### config.mk
export PLATFORM = sky130hd
export DESIGN_NAME = exe_stage
export DESIGN_NICKNAME = d
export VERILOG_FILES = /design/src/rtl/pipeline_defs.sv /design/src/rtl/alu.sv /design/src/rtl/exe_stage.sv
export SDC_FILE = /design/constraint.sdc
export NUM_CORES = 1
export LEC_CHECK = 0
export BUFFER_PORTS_ARGS = -buffer_cell sky130_fd_sc_hd__buf_2
export CAP_MARGIN = 20
export CELL_PAD_IN_SITES_DETAIL_PLACEMENT = 0
export CELL_PAD_IN_SITES_GLOBAL_PLACEMENT = 1
export CORE_MARGIN = 3
export CORE_UTILIZATION = 46
export CTS_BUF_LIST = sky130_fd_sc_hd__clkbuf_4
export DETAILED_ROUTE_END_ITERATION = 8
export PLACE_DENSITY_LB_ADDON = 0.1
export SLEW_MARGIN = 20
export SYNTH_ARGS = -nofsm -noshare
export SYNTH_HDL_FRONTEND = slang
export SYNTH_SLANG_ARGS = --single-unit
### constraint.sdc
create_clock -name clk -period 9.2 [get_ports clk]
set_clock_uncertainty 0.2 [all_clocks]
set_input_delay 1.84 -clock clk [delete_from_list [all_inputs] [get_ports clk]]
set_output_delay 1.84 -clock clk [all_outputs]
set_load 0.02 [all_outputs]
### src/rtl/pipeline_defs.sv
// Shared pipeline definitions: inter-stage bus widths, ALU opcode bit positions and bus layouts.
package pipeline_defs;

  localparam int unsigned DATA_W        = 32;
  localparam int unsigned ALU_OP_W      = 12;
  localparam int unsigned ID_EXE_BUS_W  = 180;
  localparam int unsigned EXE_MEM_BUS_W = 103;
  localparam int unsigned EXE_FWD_BUS_W = 39;

  // One-hot alu_op bit positions
  localparam int unsigned ALU_ADD  = 0;
  localparam int unsigned ALU_SUB  = 1;
  localparam int unsigned ALU_SLT  = 2;
  localparam int unsigned ALU_SLTU = 3;
  localparam int unsigned ALU_AND  = 4;
  localparam int unsigned ALU_NOR  = 5;
  localparam int unsigned ALU_OR   = 6;
  localparam int unsigned ALU_XOR  = 7;
  localparam int unsigned ALU_SLL  = 8;
  localparam int unsigned ALU_SRL  = 9;
  localparam int unsigned ALU_SRA  = 10;
  localparam int unsigned ALU_LUI  = 11;

  typedef struct packed {
    logic [ALU_OP_W-1:0] alu_op;
    logic [DATA_W-1:0]   alu_src1;
    logic [DATA_W-1:0]   alu_src2;
    logic                gr_we;
    logic                mem_we;
    logic                res_from_mem;
    logic [4:0]          dest;
    logic [DATA_W-1:0]   rkd_value;
    logic [DATA_W-1:0]   pc;
    logic [DATA_W-1:0]   inst;
  } id_exe_bus_t;

  typedef struct packed {
    logic              gr_we;
    logic              res_from_mem;
    logic [4:0]        dest;
    logic [DATA_W-1:0] pc;
    logic [DATA_W-1:0] inst;
    logic [DATA_W-1:0] alu_result;
  } exe_mem_bus_t;

  typedef struct packed {
    logic              fwd_we;
    logic              fwd_is_load;
    logic [4:0]        fwd_dest;
    logic [DATA_W-1:0] fwd_data;
  } exe_fwd_bus_t;

endpackage

### src/rtl/alu.sv
// Combinational ALU driven by a one-hot operation vector; sub/slt/sltu share one adder.
module alu
  import pipeline_defs::*;
(
  input  logic [ALU_OP_W-1:0] alu_op,
  input  logic [DATA_W-1:0]   alu_src1,
  input  logic [DATA_W-1:0]   alu_src2,
  output logic [DATA_W-1:0]   alu_result
);

  logic              use_sub;
  logic [DATA_W-1:0] adder_b;
  logic [DATA_W-1:0] adder_res;
  logic              adder_cout;
  logic              slt_res;
  logic              sltu_res;
  logic [DATA_W-1:0] sll_res;
  logic [DATA_W-1:0] srl_res;
  logic [DATA_W-1:0] sra_res;

  assign use_sub = alu_op[ALU_SUB] | alu_op[ALU_SLT] | alu_op[ALU_SLTU];
  assign adder_b = use_sub ? ~alu_src2 : alu_src2;
  assign {adder_cout, adder_res} = {1'b0, alu_src1} + {1'b0, adder_b} + {{DATA_W{1'b0}}, use_sub};

  // Signed less-than: differing signs decide directly, otherwise the difference sign does
  assign slt_res  = (alu_src1[DATA_W-1] & ~alu_src2[DATA_W-1])
                  | (~(alu_src1[DATA_W-1] ^ alu_src2[DATA_W-1]) & adder_res[DATA_W-1]);
  assign sltu_res = ~adder_cout;

  assign sll_res = alu_src1 << alu_src2[4:0];
  assign srl_res = alu_src1 >> alu_src2[4:0];
  assign sra_res = $unsigned($signed(alu_src1) >>> alu_src2[4:0]);

  always_comb begin
    alu_result = '0;
    if (alu_op[ALU_ADD] | use_sub & ~alu_op[ALU_SLT] & ~alu_op[ALU_SLTU]) begin
      alu_result = alu_result | adder_res;
    end
    if (alu_op[ALU_SLT])  alu_result = alu_result | {{(DATA_W-1){1'b0}}, slt_res};
    if (alu_op[ALU_SLTU]) alu_result = alu_result | {{(DATA_W-1){1'b0}}, sltu_res};
    if (alu_op[ALU_AND])  alu_result = alu_result | (alu_src1 & alu_src2);
    if (alu_op[ALU_NOR])  alu_result = alu_result | ~(alu_src1 | alu_src2);
    if (alu_op[ALU_OR])   alu_result = alu_result | (alu_src1 | alu_src2);
    if (alu_op[ALU_XOR])  alu_result = alu_result | (alu_src1 ^ alu_src2);
    if (alu_op[ALU_SLL])  alu_result = alu_result | sll_res;
    if (alu_op[ALU_SRL])  alu_result = alu_result | srl_res;
    if (alu_op[ALU_SRA])  alu_result = alu_result | sra_res;
    if (alu_op[ALU_LUI])  alu_result = alu_result | alu_src2;
  end

endmodule

### src/rtl/exe_stage.sv
// Execute stage: latches ID->EXE under valid/allowin, runs the ALU, issues data-SRAM requests
// in the transfer cycle and drives the EXE->MEM and ID forwarding buses.
module exe_stage #(
  parameter int unsigned DATA_W   = 32,
  parameter int unsigned ALU_OP_W = 12
) (
  input  logic                                   clk,
  input  logic                                   resetn,
  output logic                                   exe_allowin,
  input  logic                                   id_exe_valid,
  input  logic [pipeline_defs::ID_EXE_BUS_W-1:0] id_exe_bus,
  output logic                                   exe_mem_valid,
  input  logic                                   mem_allowin,
  output logic [pipeline_defs::EXE_MEM_BUS_W-1:0] exe_mem_bus,
  output logic [pipeline_defs::EXE_FWD_BUS_W-1:0] exe_fwd_bus,
  output logic                                   data_sram_en,
  output logic [3:0]                             data_sram_we,
  output logic [DATA_W-1:0]                      data_sram_addr,
  output logic [DATA_W-1:0]                      data_sram_wdata
);

  import pipeline_defs::*;

  logic              exe_valid_q;
  logic              exe_valid;
  logic              exe_ready_go;
  logic              fire;
  id_exe_bus_t       bus_q;
  logic [ALU_OP_W-1:0] alu_op;
  logic [DATA_W-1:0] alu_result;
  exe_mem_bus_t      mem_bus;
  exe_fwd_bus_t      fwd_bus;

  assign exe_ready_go = 1'b1;
  // Masking with resetn keeps every request and forward inactive during the reset cycle
  assign exe_valid     = exe_valid_q & resetn;
  assign exe_allowin   = ~exe_valid | (exe_ready_go & mem_allowin);
  assign exe_mem_valid = exe_valid & exe_ready_go;

  always_ff @(posedge clk) begin
    if (!resetn) begin
      exe_valid_q <= 1'b0;
    end else if (exe_allowin) begin
      exe_valid_q <= id_exe_valid;
    end
  end

  always_ff @(posedge clk) begin
    if (id_exe_valid && exe_allowin) begin
      bus_q <= id_exe_bus_t'(id_exe_bus);
    end
  end

  assign alu_op = bus_q.alu_op;

  alu u_alu (
    .alu_op     (alu_op),
    .alu_src1   (bus_q.alu_src1),
    .alu_src2   (bus_q.alu_src2),
    .alu_result (alu_result)
  );

  // Requests only in the transfer cycle so a stall never repeats a store or loses read data
  assign fire            = exe_valid & mem_allowin;
  assign data_sram_en    = fire & (bus_q.mem_we | bus_q.res_from_mem);
  assign data_sram_we    = {4{fire & bus_q.mem_we}};
  assign data_sram_addr  = alu_result;
  assign data_sram_wdata = bus_q.rkd_value;

  always_comb begin
    mem_bus.gr_we        = bus_q.gr_we;
    mem_bus.res_from_mem = bus_q.res_from_mem;
    mem_bus.dest         = bus_q.dest;
    mem_bus.pc           = bus_q.pc;
    mem_bus.inst         = bus_q.inst;
    mem_bus.alu_result   = alu_result;
  end

  always_comb begin
    fwd_bus.fwd_we      = exe_valid & bus_q.gr_we & (bus_q.dest != 5'd0);
    fwd_bus.fwd_is_load = exe_valid & bus_q.res_from_mem;
    fwd_bus.fwd_dest    = bus_q.dest;
    fwd_bus.fwd_data    = alu_result;
  end

  assign exe_mem_bus = mem_bus;
  assign exe_fwd_bus = fwd_bus;

endmodule

======== After elaboration in Yosys (flattened, before gate mapping) ========
Index checks and enable logic that the tools add are counted.
word-level totals
  register bits ........................... 181
  word-level logic and storage cells ...... 69
  output and inout bits ................... 213
  input bits .............................. 184
operators by class
  bitwise operators ....................... 39
  reduce and logical (&&, ||, !) cells .... 2
  shifts and indexed selects .............. 3
  multiplexer cells ....................... 12
  $add $sub $neg .......................... 2
operators by type and width
  kind               number
  $mux 32            12
  $or 32x32->32      9
  $not 32->32        2
  $or 32x1->32       2
  $add 32x32->33     1
  $add 33x1->33      1
  $and 32x32->32     1
  $shl 32x5->32      1
  $shr 32x5->32      1
  $sshr 32x5->32     1
  $xor 32x32->32     1
  $and 1x1->1        11
  $not 1->1          6
  $or 1x1->1         6
  $reduce_bool 5->1  1
  $logic_and 1x1->1  1
  $xor 1x1->1        1

======== Logic depth before layout (Yosys ltp) ========
Gate-level depths: netlist (run 1).
  depth in word-level cells ............... 27
  mapped depth ............................ 15
  mapped depth without buffers ............ 11

======== Modules after synthesis ========
From an unflattened synthesis (run 1), not the netlist that was laid out.
second synthesis, totals
  cells, all modules ...................... 1430
  area, all modules ....................... 14584.0 µm²
by module, submodules not included
  module     sequential area each (µm²)  cells an instance  instances  area an instance (µm²)
  alu        0.0                         1064               1          7772.5
  exe_stage  5425.2                      366                1          6811.5

======== Least setup slack after synthesis (run 1) ========
No wires, ideal clock.
  kind .................................... in2reg
  start ................................... input resetn
  end ..................................... register bus_q, in the netlist alu_op[0], enable pin
  setup time .............................. 0.563 ns
  arrival time ............................ 6.237 ns
  stages .................................. 3
  required time ........................... 8.437 ns
  buffers on the path ..................... 0
  slack ................................... 2.200 ns
  cells stage by stage .................... nand2_1 > or2_2 > and2_1
on the way
  word-level cells in the longest chain between the ends .. 4
ends and longest elaborated chain
  element               line             text
  start, declared       exe_stage.sv:8   input logic resetn,
  $and 1x1->1           exe_stage.sv:36  assign exe_valid = exe_valid_q & resetn;
  $not 1->1             exe_stage.sv:37  assign exe_allowin = ~exe_valid | (exe_ready_go & mem_allowin);
  $or 1x1->1            exe_stage.sv:37
  via exe_allowin       exe_stage.sv:9   output logic exe_allowin,
  $logic_and 1x1->1     exe_stage.sv:49  if (id_exe_valid && exe_allowin) begin
  end signal, assigned  exe_stage.sv:50  bus_q <= id_exe_bus_t'(id_exe_bus);
  end, declared         exe_stage.sv:28  id_exe_bus_t bus_q;
The timed path passes the listed nets, and every way through them passes these cells.
A chain may end at the register's enable or synchronous reset.

======== Final worst setup path (run 1) ========
  start ................................... register bus_q, in the netlist alu_op[2]
  end ..................................... output data_sram_addr[30]
on the way
  word-level cells in the longest chain between the ends .. 26
  elaborated cells on any way between the ends .. 30
  those cells by class .................... add/sub (2); mux (12); bitwise (16)
ends and longest elaborated chain
  element                                               line                  text
  $or 1x1->1 (2 in series)                              alu.sv:21             assign use_sub = alu_op[ALU_SUB] | alu_op[ALU_SLT] | alu_op[ALU_SLTU];
  $mux 32 / $and 1x1->1 (equally long branches)         alu.sv:22, alu.sv:36
  $add 32x32->33 / $and 1x1->1 (equally long branches)  alu.sv:23, alu.sv:36
  $add 33x1->33 / $or 1x1->1 (equally long branches)    alu.sv:23, alu.sv:36
  $mux 32                                               alu.sv:36             if (alu_op[ALU_ADD] | use_sub & ~alu_op[ALU_SLT] & ~alu_op[ALU_SLTU]) begin
  $or 32x1->32                                          alu.sv:39             if (alu_op[ALU_SLT]) alu_result = alu_result | {{(DATA_W-1){1'b0}}, slt_res};
  $mux 32 *                                             alu.sv:39
  $or 32x1->32                                          alu.sv:40             if (alu_op[ALU_SLTU]) alu_result = alu_result | {{(DATA_W-1){1'b0}}, sltu_res};
  [... 9 more ...]                                      --
  $or 32x32->32                                         alu.sv:45             if (alu_op[ALU_SLL]) alu_result = alu_result | sll_res;
  $mux 32 *                                             alu.sv:45
  $or 32x32->32                                         alu.sv:46             if (alu_op[ALU_SRL]) alu_result = alu_result | srl_res;
  $mux 32 *                                             alu.sv:46
  $or 32x32->32                                         alu.sv:47             if (alu_op[ALU_SRA]) alu_result = alu_result | sra_res;
  $mux 32 *                                             alu.sv:47
  $or 32x32->32                                         alu.sv:48             if (alu_op[ALU_LUI]) alu_result = alu_result | alu_src2;
  $mux 32 *                                             alu.sv:48
  end, declared                                         exe_stage.sv:18       output logic [DATA_W-1:0] data_sram_addr,
Mark *: on every way between the ends. The rest lies on a longest branch, timed or not.

==> metrics.txt, run 1 <==
status=complete, no violations; final worst path period share=0.766; layout cells sized above 1=0.342; Synth Register Bits=181; top-area cell type share of the netlist area=0.370; Port Buffers=396; placed insts=1956; Clock Path Buffers=2; fmax=142 MHz; Max-slew headroom=0.312; largest net degree at the start of global routing=140; Seq/Total Area, Yosys=0.371; io pins=397; Avg Inst Size Synth=10.5 µm²; vias per cell=6.05; hold buffer count at CTS=0; post-DP HPWL=37300 µm; top-count cell post-synth=edfxtp_1; core area=31000 µm²; starting density of the core=0.472; EDFF count, synth=180; min-delay worst type=register to register; worst skew pair latency=0.61 ns; CTS resizes=0; initial antenna violation count=3; leading cell types by count after synthesis=edfxtp_1 (180), buf_4 (177), nor2_1 (106), ha_1 (97), inv_1 (71); P&R area growth vs syn=9.49%; RSZ-0062 raised after global routing=no; routed wire length=50400 µm; Final Wtd Congestion=0.990; Synth Net Count=1668; Hold Fails Final Rpt=0; Worst-path clk slew=0.16 ns; Worst setup SP type=register; CP Class=register to output port; H-Tree Depth=4; multi-input logic area=7290 µm²; CTS tree=yes; fillcell total=2905; number of CTS-inserted buffers=17; drt drc=0; setup bufs post-CTS=0; GR Overflow Total=0; Synth area leaders=edfxtp_1 (37%), buf_4 (9.1%), mux4_2 (8.8%); final non-filler cell total=1989; Initial DRC Count=1383; die area=34000 µm²; Power Density=145 nW/µm²; Reg area=5430 µm²; CTS root buf=clkbuf_4; first-pass GRT wire length=72700 µm; GRT Util Overall=0.288; floorplan row count=64; Post-synth top flop=edfxtp_1; vias=12000; # Max-Cap Violations=0; setup_tns=0 ns; Worst Tran Pin Value=1.03 ns; post-synthesis cell area=14600 µm²; CP endpoint kind=output port; Nets=1861; Ys Warns=0; Max VDD drop=0.124 mV; clock sink count=181; Post-DRT Antenna Nets=0; Synth area leader=edfxtp_1; DRT Pass-1 Iters=7; asr flop ratio synth=0; wire per inst=25.3 µm; synthesized instance count=1386; Die Span X=184 µm; Die Height=184 µm; final setup fails=0; Slew Viols, Final=0; Tmin final=7.04 ns; Leak Pwr=6.65 nW; Synth cell types=73; crit path max fanout=31; vias in the first global route=11600; worst endpoint required time=7.16 ns; crit path DAT=5.00 ns
-- registers in the layout, summed over array words and instances, names as in the netlist --
name,count
exe_mem_bus,66
exe_fwd_bus,5
alu_op,12
data_sram_wdata,32
bus_q,65
exe_valid_q,1
-- critical path, cell delays in order, from the launching register on --
cell and delay (ns):
edfxtp_1 0.49, nor3_2 0.21, buf_4 0.49, xnor2_1 0.22, inv_1 0.08, fa_1 0.41
nor2b_1 0.19, o31a_1 0.23, o211ai_1 0.19, a211oi_1 0.64, o211ai_1 0.42, and2_1 0.27
o211ai_1 0.25, buf_2 0.22
-- cell usage in the layout, fill, tap and decap left out, types with 15 or more instances in the layout --
cell type | netlist | final
a21oi_1 | 62 | 61
a222oi_1 | 30 | 30
buf_2 | 10 | 396
buf_4 | 177 | 28
clkbuf_4 | 0 | 18
edfxtp_1 | 180 | 180
ha_1 | 97 | 97
inv_1 | 71 | 71
mux2_2 | 15 | 15
mux2i_1 | 62 | 62
mux4_2 | 57 | 57
nand2_1 | 61 | 61
nand3_1 | 33 | 33
nand4_1 | 15 | 15
nor2_1 | 106 | 106
nor3_1 | 22 | 21
o211ai_1 | 20 | 20
o21ai_0 | 47 | 47
o22ai_1 | 16 | 16
xnor2_1 | 37 | 37
-- cell families after synthesis --
kind of cell,count (synthesis),share of synthesized area
and+or+nand+nor,294,0.0938
xor gates and xnor gates,44,0.0264
adders and majority gates,98,0.0844
buffers and inverters,326,0.131
muxes,134,0.142
DFF,181,0.371
AOI/OAI and AO/OA,309,0.151
-- worst paths after layout --
check / slack (ns) / cells after the start / endpoint / startpoint
setup / recovery: 2.16 / 13 / data_sram_addr[30] / alu_op[2]
hold / removal: 0.40 / 3 / exe_valid_q / exe_valid_q
setup reg to reg: 6.85 / 4 / exe_mem_bus[34] / exe_valid_q
hold reg to reg: 0.40 / 3 / exe_valid_q / exe_valid_q
-- cell type report --
class                      instances  share of cell area
tap                              396              0.0310
sequential                       181               0.339
clock buffer                      18             0.00844
multi-input combinational        879               0.455
clock inverter                    14              0.0103
inverter                          75              0.0176
antenna                            1            0.000156
timing repair buffer             425               0.138
-- per-layer routing --
metal | GRT usage | part of all wire
met3 | 0.0722 | 0.090
met2 | 0.464 | 0.47
met5 | 0 | 0.00026
met4 | 0.0765 | 0.023
met1 | 0.392 | 0.42
-- through the flow --
step	utilization	total power (W)	instance area (µm²)	worst slack [ns]	hold slack (ns)
detailed placement	0.507	0.00183	15700	3.05	0.381
floorplan	-	0.00162	14600	2.20	0.416
global placement	0.507	0.00183	15700	3.13	0.375
CTS	0.516	0.00233	16000	2.25	0.401
global route	0.516	0.00243	16000	1.89	0.438
finish	0.516	0.00232	16000	2.16	0.401
-- power by group --
part           internal [W]  switching, W  total (W)
clock              0.000173      0.000312   0.000485
combinational      0.000302      0.000516   0.000818
sequential         0.000965     0.0000481    0.00101
total               0.00144      0.000876    0.00232
Note: power is estimated with default switching activity, not from simulation.
==> inputs of run 2 (changes only) <==
Settings changed: CORE_UTILIZATION 46 to 42.
Clock period 9.2 ns to 6.93 ns, I/O delays scaled along.
==> run 2 against run 1 <==
Compared with the run above: cell area grew 1.2%; routed wire length grew 2.0%; final cell count grew 3.0%; hold slack lost 0.0075 ns; die area grew 9.2%; core utilization shrank 3.9 points; count of clock-buffer cells in the layout shrank 1; sequential share of layout area shrank 0.40 points; via count shrank 0.27%; critical path depth is the same; flip-flop and latch count is the same.
==> metrics.txt, run 2 (synthesis results as in run 1) <==
Leak Pwr=6.71 nW (was 6.65 nW); Sw Pwr=0.00123 W (was 0.000876 W); CTS resizes=0 (unchanged); fmax=155 MHz; GR Overflow Total=0 (unchanged); H-Tree Depth=4 (unchanged); CP Class=register to output port (unchanged); critical path cell sequence=nor3_2 > buf_4 > xnor2_1 > inv_1 > fa_1 > nor2b_1 > o31a_1 > o211ai_1 > a211oi_1 > o211ai_1 > and2_1 > o211ai_1 > buf_2 (unchanged); CP max stage cell=a211oi_1 (unchanged); Reg power frac=0.433 (was 0.438); min-delay worst type=register to register (unchanged); RSZ-0062 raised after global routing=no (unchanged); final worst slack=0.488 ns (was 2.16 ns); commonest cells after routing, fill and taps aside=buf_2 (396), edfxtp_1 (180), nor2_1 (106), ha_1 (97), inv_1 (71) (unchanged); starting density of the core=0.431 (was 0.472); fillcell total=3274 (was 2905); Clock Path Buffers=2 (unchanged); clock share of power=0.216 (was 0.209); drt drc=0 (unchanged); setup_tns=0 ns (unchanged); worst skew pair latency=0.63 ns (was 0.61 ns); RR Startpoint=exe_valid_q (unchanged); Largest register FFs=66 (unchanged); Worst Hold Depth=3 (unchanged); R2R cell count=5 (was 4); crit path DAT=4.86 ns (was 5.00 ns); Tmin final=6.44 ns; initial antenna violation count=1 (was 3); post-DP HPWL=39200 µm (was 37300 µm); Initial DRC Count=1290 (was 1383); worst endpoint required time=5.34 ns (was 7.16 ns); Port Buffers=396 (unchanged); flop2flop setup slack=4.52 ns (was 6.85 ns); core area=34000 µm² (was 31000 µm²); # Max-Cap Violations=0 (unchanged); wire per inst=25.1 µm (was 25.3 µm); setup bufs post-CTS=0 (unchanged); reg-to-reg endpoint=alu_op[7] (was exe_mem_bus[34]); GRT Util Overall=0.271 (was 0.288); vias=12000 (about the same); final worst path period share=0.930; Finished Cell Area=16200 µm² (was 16000 µm²); clock sink count=181 (unchanged); CTS root buf=clkbuf_4 (unchanged); P_int=0.00187 W (was 0.00144 W); floorplan row count=67 (was 64); Hold Path Sink=exe_valid_q (unchanged); CP endpoint kind=output port (unchanged); Nets=1868 (was 1861); routed wire length=51400 µm (was 50400 µm); largest net degree at the start of global routing=98 (was 140); vias per cell=5.86 (was 6.05); Die Span X=193 µm (was 184 µm); P&R area growth vs syn=10.8% (was 9.49%); Hold Fails Final Rpt=0 (unchanged); status=complete, no violations (unchanged); vias in the first global route=11600 (about the same); final setup fails=0 (unchanged); Worst Tran Pin Value=1.14 ns (was 1.03 ns); first-pass GRT wire length=74400 µm (was 72700 µm); die area=37100 µm² (was 34000 µm²); slowest stage delay, CP=0.59 ns (was 0.64 ns); Post-Place Worst Slack=1.27 ns (was 3.05 ns); hold buffer count at CTS=0 (unchanged); Placed Area=15800 µm² (was 15700 µm²); Post-DRT Antenna Nets=0 (unchanged); Max VDD drop=0.267 mV (was 0.124 mV); Power Density=192 nW/µm² (was 145 nW/µm²); Max-slew headroom=0.240 (was 0.312); CTS tree=yes (unchanged); Slew Viols, Final=0 (unchanged); combinational power share=0.350 (was 0.353); most common cell after layout, fill and taps aside=buf_2 (unchanged); io pins=397 (unchanged); DRT Pass-1 Iters=8 (was 7); Worst setup SP type=register (unchanged); Crit path top cell by count=o211ai_1 (unchanged); layout cells sized above 1=0.346 (was 0.342); crit path max fanout=22 (was 31); Worst-path clk slew=0.19 ns (was 0.16 ns); Sw Ratio=0.397 (was 0.378); number of CTS-inserted buffers=17 (unchanged); Final Wtd Congestion=0.989 (was 0.990); min-delay src=exe_valid_q (unchanged); Die Height=193 µm (was 184 µm)
-- run 2: area by class of cell --
type / instances / area, µm² / area share
diodes: 1 / 2.50 / 0.000155
flip-flops and latches: 181 / 5430 / 0.335
inverters: 75 / 282 / 0.0174
clock buffers: 17 / 128 / 0.00788
repair buffers: 432 / 2300 / 0.142
clock inverters: 15 / 211 / 0.0131
well taps: 448 / 561 / 0.0346
multi-input cells: 879 / 7290 / 0.450
-- run 2: metal layers --
metal | global-route usage | up-vias | part of all wire
met5 | 0 | - | 0
met4 | 0.0658 | 0 | 0.018
met3 | 0.0510 | 56 | 0.075
met2 | 0.435 | 555 | 0.47
met1 | 0.379 | 5935 | 0.43
li1 | - | 5465 | -
-- run 2: worst max-delay path, delay by kind of cell (launching register included) --
kind / cells / cell delay, ns
adder cells (fa/ha/maj): 1 / 0.42
AO/OA/AOI/OAI: 5 / 1.65
AND/OR/NAND/NOR: 3 / 0.67
buffers and inverters: 3 / 0.72
flip-flops: 1 / 0.52
XOR/XNOR: 1 / 0.20
-- run 2: power by group through the flow --
stage          clock (W)  combinational (W)  sequential, W
2_1_floorplan          0           0.000799        0.00136
3_3_place_gp           0            0.00107        0.00137
3_5_place_dp           0            0.00107        0.00137
4_1_cts         0.000704            0.00108        0.00135
5_1_grt         0.000747            0.00117        0.00135
6_report        0.000673            0.00109        0.00135
-- run 2: metrics by stage --
step | util | std cells | hold slack (ns) | total power, W
6_report | 0.477 | 2048 | 0.393 | 0.00311
3_5_place_dp | 0.466 | 2014 | 0.371 | 0.00244
3_3_place_gp | 0.466 | 2014 | 0.370 | 0.00244
4_1_cts | 0.476 | 2046 | 0.393 | 0.00313
5_1_grt | 0.477 | 2047 | 0.439 | 0.00327
2_1_floorplan | - | 1386 | 0.416 | 0.00215
-- run 2: worst max-delay path by stage --
stage	start	end	slack [ns]
final	alu_op[2]	exe_fwd_bus[30]	0.49
after global routing	alu_op[2]	exe_fwd_bus[30]	0.18
after CTS	alu_op[2]	exe_fwd_bus[30]	0.48
after detailed placement	alu_op[2]	exe_fwd_bus[30]	1.27
after global placement	alu_op[2]	exe_fwd_bus[30]	1.34
after floorplan	resetn	alu_op[0]	0.38
